`src/rtl/ecc_rx_monitor_fifo.sv`:
```
// ecc_rx_monitor_fifo
//   Receive-side monitor behind the ECC bus interface. Buffers every
//   accepted beat in a first-word-fall-through FIFO (valid/ready out),
//   counts correctable/uncorrectable errors with saturation, captures the
//   first erroneous word, flags dropped beats and raises a level irq.
//
// Ports
//   clk, rst_n          clock, async active-low reset
//   in_valid/in_data    upstream beat (no backpressure)
//   in_err_det/corr     upstream ECC flags
//   out_valid/ready     FIFO head handshake
//   out_data/out_err    head data and its uncorrectable flag
//   err_thresh          correctable-count irq threshold (0 = off)
//   clr_stats           synchronous clear of statistics
//   corr_count          saturating correctable count
//   uncorr_count        saturating uncorrectable count
//   overflow            sticky drop flag
//   first_err_valid/data first erroneous beat capture
//   irq                 registered level interrupt
module ecc_rx_monitor_fifo #(
  parameter int DEPTH = 8,
  parameter int CNT_W = 16
) (
  input  logic             clk,
  input  logic             rst_n,
  input  logic             in_valid,
  input  logic [31:0]      in_data,
  input  logic             in_err_det,
  input  logic             in_err_corr,
  output logic             out_valid,
  input  logic             out_ready,
  output logic [31:0]      out_data,
  output logic             out_err,
  input  logic [CNT_W-1:0] err_thresh,
  input  logic             clr_stats,
  output logic [CNT_W-1:0] corr_count,
  output logic [CNT_W-1:0] uncorr_count,
  output logic             overflow,
  output logic             first_err_valid,
  output logic [31:0]      first_err_data,
  output logic             irq
);

  localparam int AW = $clog2(DEPTH);
  localparam logic [AW:0] FULL_CNT = (AW+1)'(DEPTH);

  typedef struct packed {
    logic        err;
    logic [31:0] data;
  } entry_t;

  entry_t        mem [DEPTH];
  logic [AW-1:0] wr_ptr, rd_ptr;
  logic [AW:0]   count;

  logic full, empty, push, pop, drop;
  logic is_corr, is_uncorr;
  logic irq_next;

  // Classification: the corrected flag wins over detected.
  assign is_corr   = in_valid & in_err_corr;
  assign is_uncorr = in_valid & in_err_det & ~in_err_corr;

  assign full  = (count == FULL_CNT);
  assign empty = (count == '0);
  assign pop   = ~empty & out_ready;
  // A pop frees a slot in the same cycle, so a full FIFO still accepts.
  assign push  = in_valid & (~full | pop);
  assign drop  = in_valid & full & ~pop;

  assign out_valid = ~empty;
  assign out_data  = empty ? '0 : mem[rd_ptr].data;
  assign out_err   = empty ? 1'b0 : mem[rd_ptr].err;

  always_ff @(posedge clk or negedge rst_n) begin
    if (!rst_n) begin
      wr_ptr <= '0;
      rd_ptr <= '0;
      count  <= '0;
      for (int i = 0; i < DEPTH; i++) mem[i] <= '0;
    end else begin
      if (push) begin
        mem[wr_ptr] <= '{err: is_uncorr, data: in_data};
        wr_ptr      <= wr_ptr + AW'(1);
      end
      if (pop) rd_ptr <= rd_ptr + AW'(1);
      unique case ({push, pop})
        2'b10:   count <= count + (AW+1)'(1);
        2'b01:   count <= count - (AW+1)'(1);
        default: count <= count;
      endcase
    end
  end

  // Statistics see every classified beat, including dropped ones.
  // Clear takes priority over anything recorded in the same cycle.
  always_ff @(posedge clk or negedge rst_n) begin
    if (!rst_n) begin
      corr_count      <= '0;
      uncorr_count    <= '0;
      overflow        <= 1'b0;
      first_err_valid <= 1'b0;
      first_err_data  <= '0;
    end else if (clr_stats) begin
      corr_count      <= '0;
      uncorr_count    <= '0;
      overflow        <= 1'b0;
      first_err_valid <= 1'b0;
      first_err_data  <= '0;
    end else begin
      if (is_corr && corr_count != '1)
        corr_count <= corr_count + CNT_W'(1);
      if (is_uncorr && uncorr_count != '1)
        uncorr_count <= uncorr_count + CNT_W'(1);
      if (drop)
        overflow <= 1'b1;
      if ((is_corr || is_uncorr) && !first_err_valid) begin
        first_err_valid <= 1'b1;
        first_err_data  <= in_data;
      end
    end
  end

  // irq follows the current statistics one cycle late; a clear therefore
  // drops it on the edge after the statistics themselves go to zero.
  assign irq_next = (uncorr_count != '0) | overflow |
                    ((err_thresh != '0) && (corr_count >= err_thresh));

  always_ff @(posedge clk or negedge rst_n) begin
    if (!rst_n) irq <= 1'b0;
    else        irq <= irq_next;
  end

endmodule
```
`config.mk`:
```
export PLATFORM = sky130hd
export DESIGN_NAME = ecc_rx_monitor_fifo
export DESIGN_NICKNAME = d
export VERILOG_FILES = /design/src/rtl/ecc_rx_monitor_fifo.sv
export SDC_FILE = /design/constraint.sdc
export NUM_CORES = 1
export LEC_CHECK = 0
export ABC_AREA = 1
export CAP_MARGIN = 10
export CORE_ASPECT_RATIO = 2
export CORE_MARGIN = 3
export CORE_UTILIZATION = 35
export DETAILED_ROUTE_END_ITERATION = 10
export HOLD_SLACK_MARGIN = 0.12
export SYNTH_ARGS = -nofsm -noshare
export SYNTH_HDL_FRONTEND = slang
export SYNTH_SLANG_ARGS = --single-unit
```
`constraint.sdc`:
```
create_clock -name clk -period 2.37 [get_ports clk]
set_input_delay 0.237 -clock clk [delete_from_list [all_inputs] [get_ports clk]]
set_output_delay 0.237 -clock clk [all_outputs]
set_load 0.1 [all_outputs]
```
After elaboration in Yosys (flattened, before gate mapping)
Cells that the tools add are included.
- input port bits: 55
- RAM bits: 0
- memory bits (read-only): 0
- memories: 0
- flip-flop bits (word level): 341
- word-level logic and storage cells: 90
- output and inout bits: 101
- latch bits: 0
- bitwise logic cells: 16
- add/sub/neg operators: 6
- shifts and indexed selects: 0
- $lt $le $gt $ge: 4
- div/mod/pow operators: 0
- muxes and demuxes: 19
- reduce and logical (&&, ||, !) cells: 15
- multiply operators: 0
- equality and inequality tests: 5
- operators with widths (kind ; count):
    bitwise mux 264 bit ; 1
    binary-select mux 33 bit (select 3 bit) ; 1
    demux 33 bit (select 3 bit) ; 1
    two-way mux 33 bit ; 3
    two-way mux 32 bit ; 3
    two-way mux 16 bit ; 4
    adder 16 x 1 -> 16 bit, second input constant ; 2
    inequality test 16 bit, second input constant ; 2
    nonzero test 16 bit ; 2
    >= comparator 16 bit ; 1
    nonzero test 2 bit ; 5
    >= comparator 4 bit, second input constant ; 2
    inverter 3 -> 4 bit ; 2
    one-hot mux 4 bit (2 select lines) ; 1
    bitwise AND 1 bit ; 7
    adder 3 x 1 -> 3 bit, second input constant ; 2
    logical AND 1 bit ; 5
    two-way mux 1 bit ; 5
    adder 4 x 1 -> 4 bit, second input constant ; 1
    equality test 4 bit, second input constant ; 1
    zero test 4 bit ; 1
    less-than comparator 4 x 1 -> 1 bit, second input constant ; 1
    inverter 1 bit ; 4
    subtractor 4 x 1 -> 4 bit, second input constant ; 1
    5 further kinds ; 7

Logic depth before layout (Yosys ltp)
- depth after elaboration: 7
- gate-level depth with buffers: 13

Least setup slack after synthesis
No wires, ideal clock.
- kind: reg-to-output
- from: register count[1]
- to: output port out_data[24]
- path slack: -1.004 ns
- cell stages (with the launch flop): 6
- path buffers: 1
- data arrival time: 3.137 ns
- cells stage by stage: dfrtp_1 nor2_2 nand3_1 clkbuf_1 o21ai_0 nor2_1
- cells in the longest elaborated chain, start to end: 2
- ends and longest elaborated chain (what ; RTL line ; RTL):
    start: declaration ; 54 ; logic [AW:0] count;
    start signal: assignment ; 88 ; 2'b10: count <= count + (AW+1)'(1);
    start signal: assignment ; 89 ; 2'b01: count <= count - (AW+1)'(1);
    start signal: assignment ; 90 ; default: count <= count;
    zero test 4 bit ; 65 ; assign empty = (count == '0);
    two-way mux 32 bit ; 72 ; assign out_data = empty ? '0 : mem[rd_ptr].data;
    end: declaration ; 32 ; output logic [31:0] out_data,
No other way between the ends.

Final worst setup path
- from: register rd_ptr[0]
- to: output port out_data[30]
- cells in the longest elaborated chain, start to end: 5
- ends and longest elaborated chain (what ; RTL line ; RTL):
    start: declaration ; 53 ; logic [AW-1:0] wr_ptr, rd_ptr;
    start signal: assignment ; 86 ; if (pop) rd_ptr <= rd_ptr + AW'(1);
    inverter 3 -> 4 bit (not written as such) ; 72 ;
    binary-select mux 33 bit (select 3 bit) ; 72 ;
    two-way mux 33 bit (2 in series) ; - ;
    two-way mux 32 bit ; 72 ;
No other way between the ends. The select of a mux whose other input is x is not followed.

==> results.tsv <==
stage	metric	value	unit
timing	setup_tns	-814.5	ps
route	drt drc	0	
placement	Post-DP Area	18510	µm²
logic_synthesis	Avg Inst Size Synth	8.396	µm²
cells_and_area	area grow syn2layout	27.62	%
timing	Tmin final	2462	ps
logic_synthesis	Main synth FF type	dfrtp_1	
worst_hold_path	worst hold path type	input port to async pin	
route	drt wl/cell	19.43	µm
global_routing	first-pass GRT wire length	80.27	mm
setup_path	worst path bufs/invs	4	
logic_synthesis	share of the synthesized area in the top cell type	52.96	%
timing	slew margin rel.	54.69	%
route	Initial DRT Pass Iterations	5	
floorplanning	Starting Density	35.58	%
logic_synthesis	Synth Register Bits	341	
cts	Longest Clk Path Bufs	3	
logic_synthesis	Synth area leader	dfrtp_1	
power_and_ir_drop	Leakage	9.501	nW
cts	Num CTS Buffers	34	
logic_synthesis	post-synthesis sequential area ratio	52.96	%
floorplanning	# IOs	156	
timing	unrepaired setup endpoints after global routing	yes	
timing	crit share post-route	103.9	%
timing	Final setup viols	28	
cts	H-tree levels	2	
setup_path	CP Cell Sequence	buf_12, buf_12, clkbuf_16, o21ai_1, o22ai_1, o21ai_2, nor2_4, buf_12	
setup_path	Worst path slowest cell	dfrtp_4	
cts	Reg clk slew, reported paths	70	ps
setup_path	CP top delay family	buffers and inverters	
cells_and_area	Antenna Cells	0	
placement	pre-CTS WS	118.6	ps
logic_synthesis	Mapped Nets	1998	
floorplanning	die area	48800	µm²
setup_path	WP data required	2130	ps
setup_path	CP endpoint kind	output port	
timing	Max Clk Rate	0.4061	GHz
setup_path	most frequent CP cell	buf_12	
logic_synthesis	Yosys warnings	0	
floorplanning	chip height	309.4	µm
cells_and_area	Final #Nets	2137	
placement	# port buffers	155	
floorplanning	DIE WIDTH	157.7	µm
timing	post-route setup slack	-92.47	ps
cts	CTS Sinks	341	
logic_synthesis	Post-synth EDFFs	0	
cells_and_area	final instance area	20560	µm²
outcome	failing checks	setup timing	
route	Routed WL	51.36	mm
logic_synthesis	cell count after synthesis	1919	
timing	Clock Skew	19.73	ps
cells_and_area	# fillers	4350	
timing	Worst-Margin Slew	674.4	ps
cts	Root Driver	clkbuf_16	
global_routing	total track usage	20.80	%
cts	CTS tree	yes	
setup_path	slowest stage delay, CP	480	ps
timing	max-slew violation count	0	
logic_synthesis	mapped cell area	16110	µm²
cells_and_area	fin util	45.41	%
logic_synthesis	count leader, synth	nand2_1	
cts	Clk Latency, worst-skew pair	540	ps
logic_synthesis	Cell variety after synth	36	
cells_and_area	layout cells sized above 1	16.99	%
power_and_ir_drop	Pwr Total	34.21	mW
global_routing	initial antenna violation count	0	
floorplanning	core area	45280	µm²
setup_path	worst-path fanout max	8	
floorplanning	num rows	110	
global_routing	vias in the first global route	14560	
power_and_ir_drop	Max VDD drop	0.9410	mV
setup_path	Crit path arrival time	2230	ps
setup_path	Worst setup SP type	flop	
setup_path	type of the worst setup path	flop to output port	
outcome	status	complete, but fails checks	
global_routing	pin count of the biggest net entering global routing	73	
logic_synthesis	asr flop ratio synth	100.0	%
placement	Final HPWL DP	29.64	mm
route	vias	14120	
flow_run	Max Cap Violations	0	
power_and_ir_drop	Power per Cell Area	1664	nW/µm²
placement	GPL Wtd Cong	0.9024	
logic_synthesis	Area contributors post-synth	dfrtp_1, o21ai_0, nand2_1, nor2_1, o21ai_1	
logic_synthesis	top cells by count, synth	nand2_1, o21ai_0, dfrtp_1	
route	remaining antenna violation count after routing	0	
route	Starting DRT DRC Count	936	
timing	Hold Fails Final Rpt	0	
route	vias per cell	5.340	
global_routing	Overflow after GRT	0	
[what timing repair did]
| item | CTS | global route |
|---|---|---|
| hold buffers | 1 | 0 |
| endpoints found under the setup margin | 31 | 35 |
| gates cloned | 10 | 8 |
| setup buffers | 8 | 0 |
| gates resized for setup | 92 | 67 |
| pin swaps | 22 | 45 |
| endpoints found under the hold margin | 268 | 0 |
[report_power, final]
part	total (mW)	leakage (nW)	internal, mW	switching (mW)
Combinational	19.1	4.54	6.87	12.3
Clock	5.86	0.580	3.44	2.41
Sequential	9.21	4.38	7.94	1.26
[layout by cell type, fill, tap and decap left out, types with 9 or more instances in the layout]
master and n:
o21ai_1 164, nand2_1 425, nor2_4 18, xor2_1 11
clkbuf_16 41, dfrtp_1 339, nand4_1 19, buf_12 56
nor2_1 181, nor3_1 9, nor2_2 55, buf_16 12
ha_1 24, clkdlybuf4s50_1 53, o22ai_2 9, o21ai_0 299
a21oi_1 9, o21ai_2 16, inv_1 84, nand3_1 31
buf_4 92, o22ai_1 55
[routing by layer]
layer  GRT usage [%]  vias up  part of all wire [%]
li1                -     6666                     -
met1           23.70     6872                    38
met2           37.78      455                    52
met3           2.875      126                   5.1
met4           9.939        0                   4.7
met5               0        -                     0
[cells by family (layout without fill, tap and decap cells)]
| family | Yosys count | count (layout) | synth area share, % |
|---|---|---|---|
| buf+inv | 213 | 378 | 6.748 |
| fa+ha+maj | 24 | 24 | 1.864 |
| flops | 341 | 341 | 52.96 |
| simple gates | 761 | 761 | 19.32 |
| compound gates | 561 | 561 | 18.07 |
| xor+xnor | 19 | 19 | 1.033 |
[final cells by class]
type                       instances  area, µm²  area share [%]
tap                              560      700.7           3.408
clock buffer                      48      973.4           4.734
sequential                       341       8538           41.52
multi-input combinational       1365       6863           33.38
timing repair buffer             225       2907           14.14
inverter                          91      357.8           1.740
clock inverter                    14      222.7           1.083
[state kept, by name, summed over array words and instances (netlist names)]
| name | flops |
|---|---|
| corr_count | 16 |
| overflow | 1 |
| mem | 264 |
| wr_ptr | 3 |
| uncorr_count | 16 |
| first_err_data | 32 |
| count | 4 |
| first_err_valid | 1 |
| irq | 1 |
| rd_ptr | 3 |
[final timing paths]
kind / startpoint / to / slack, ps / cells after the start
setup / recovery: rd_ptr[0]$_DFFE_PN0P_ / out_data[30] / -90 / 8
hold / removal: rst_n / uncorr_count[2]$_DFFE_PN0P_ / 240 / 2
setup reg to reg: count[1]$_DFFE_PN0P_ / count[2]$_DFFE_PN0P_ / 190 / 11
hold reg to reg: mem[167]$_DFFE_PN0P_ / mem[167]$_DFFE_PN0P_ / 480 / 2
max in group asynchronous: rst_n / wr_ptr[1]$_DFFE_PN0P_ / 1290 / 4
min in group clk: out_ready / rd_ptr[0]$_DFFE_PN0P_ / 420 / 3
[through the flow]
| step | std cells | hold WS, ps |
|---|---|---|
| global route | 2644 | 263.6 |
| CTS | 2638 | 226.4 |
| finish | 2644 | 235.5 |
| detailed placement | 2557 | 185.5 |
| floorplan | 1919 | -58.59 |
| global placement | 2557 | 186.3 |
No activity file was read; power rests on OpenSTA's default activity.
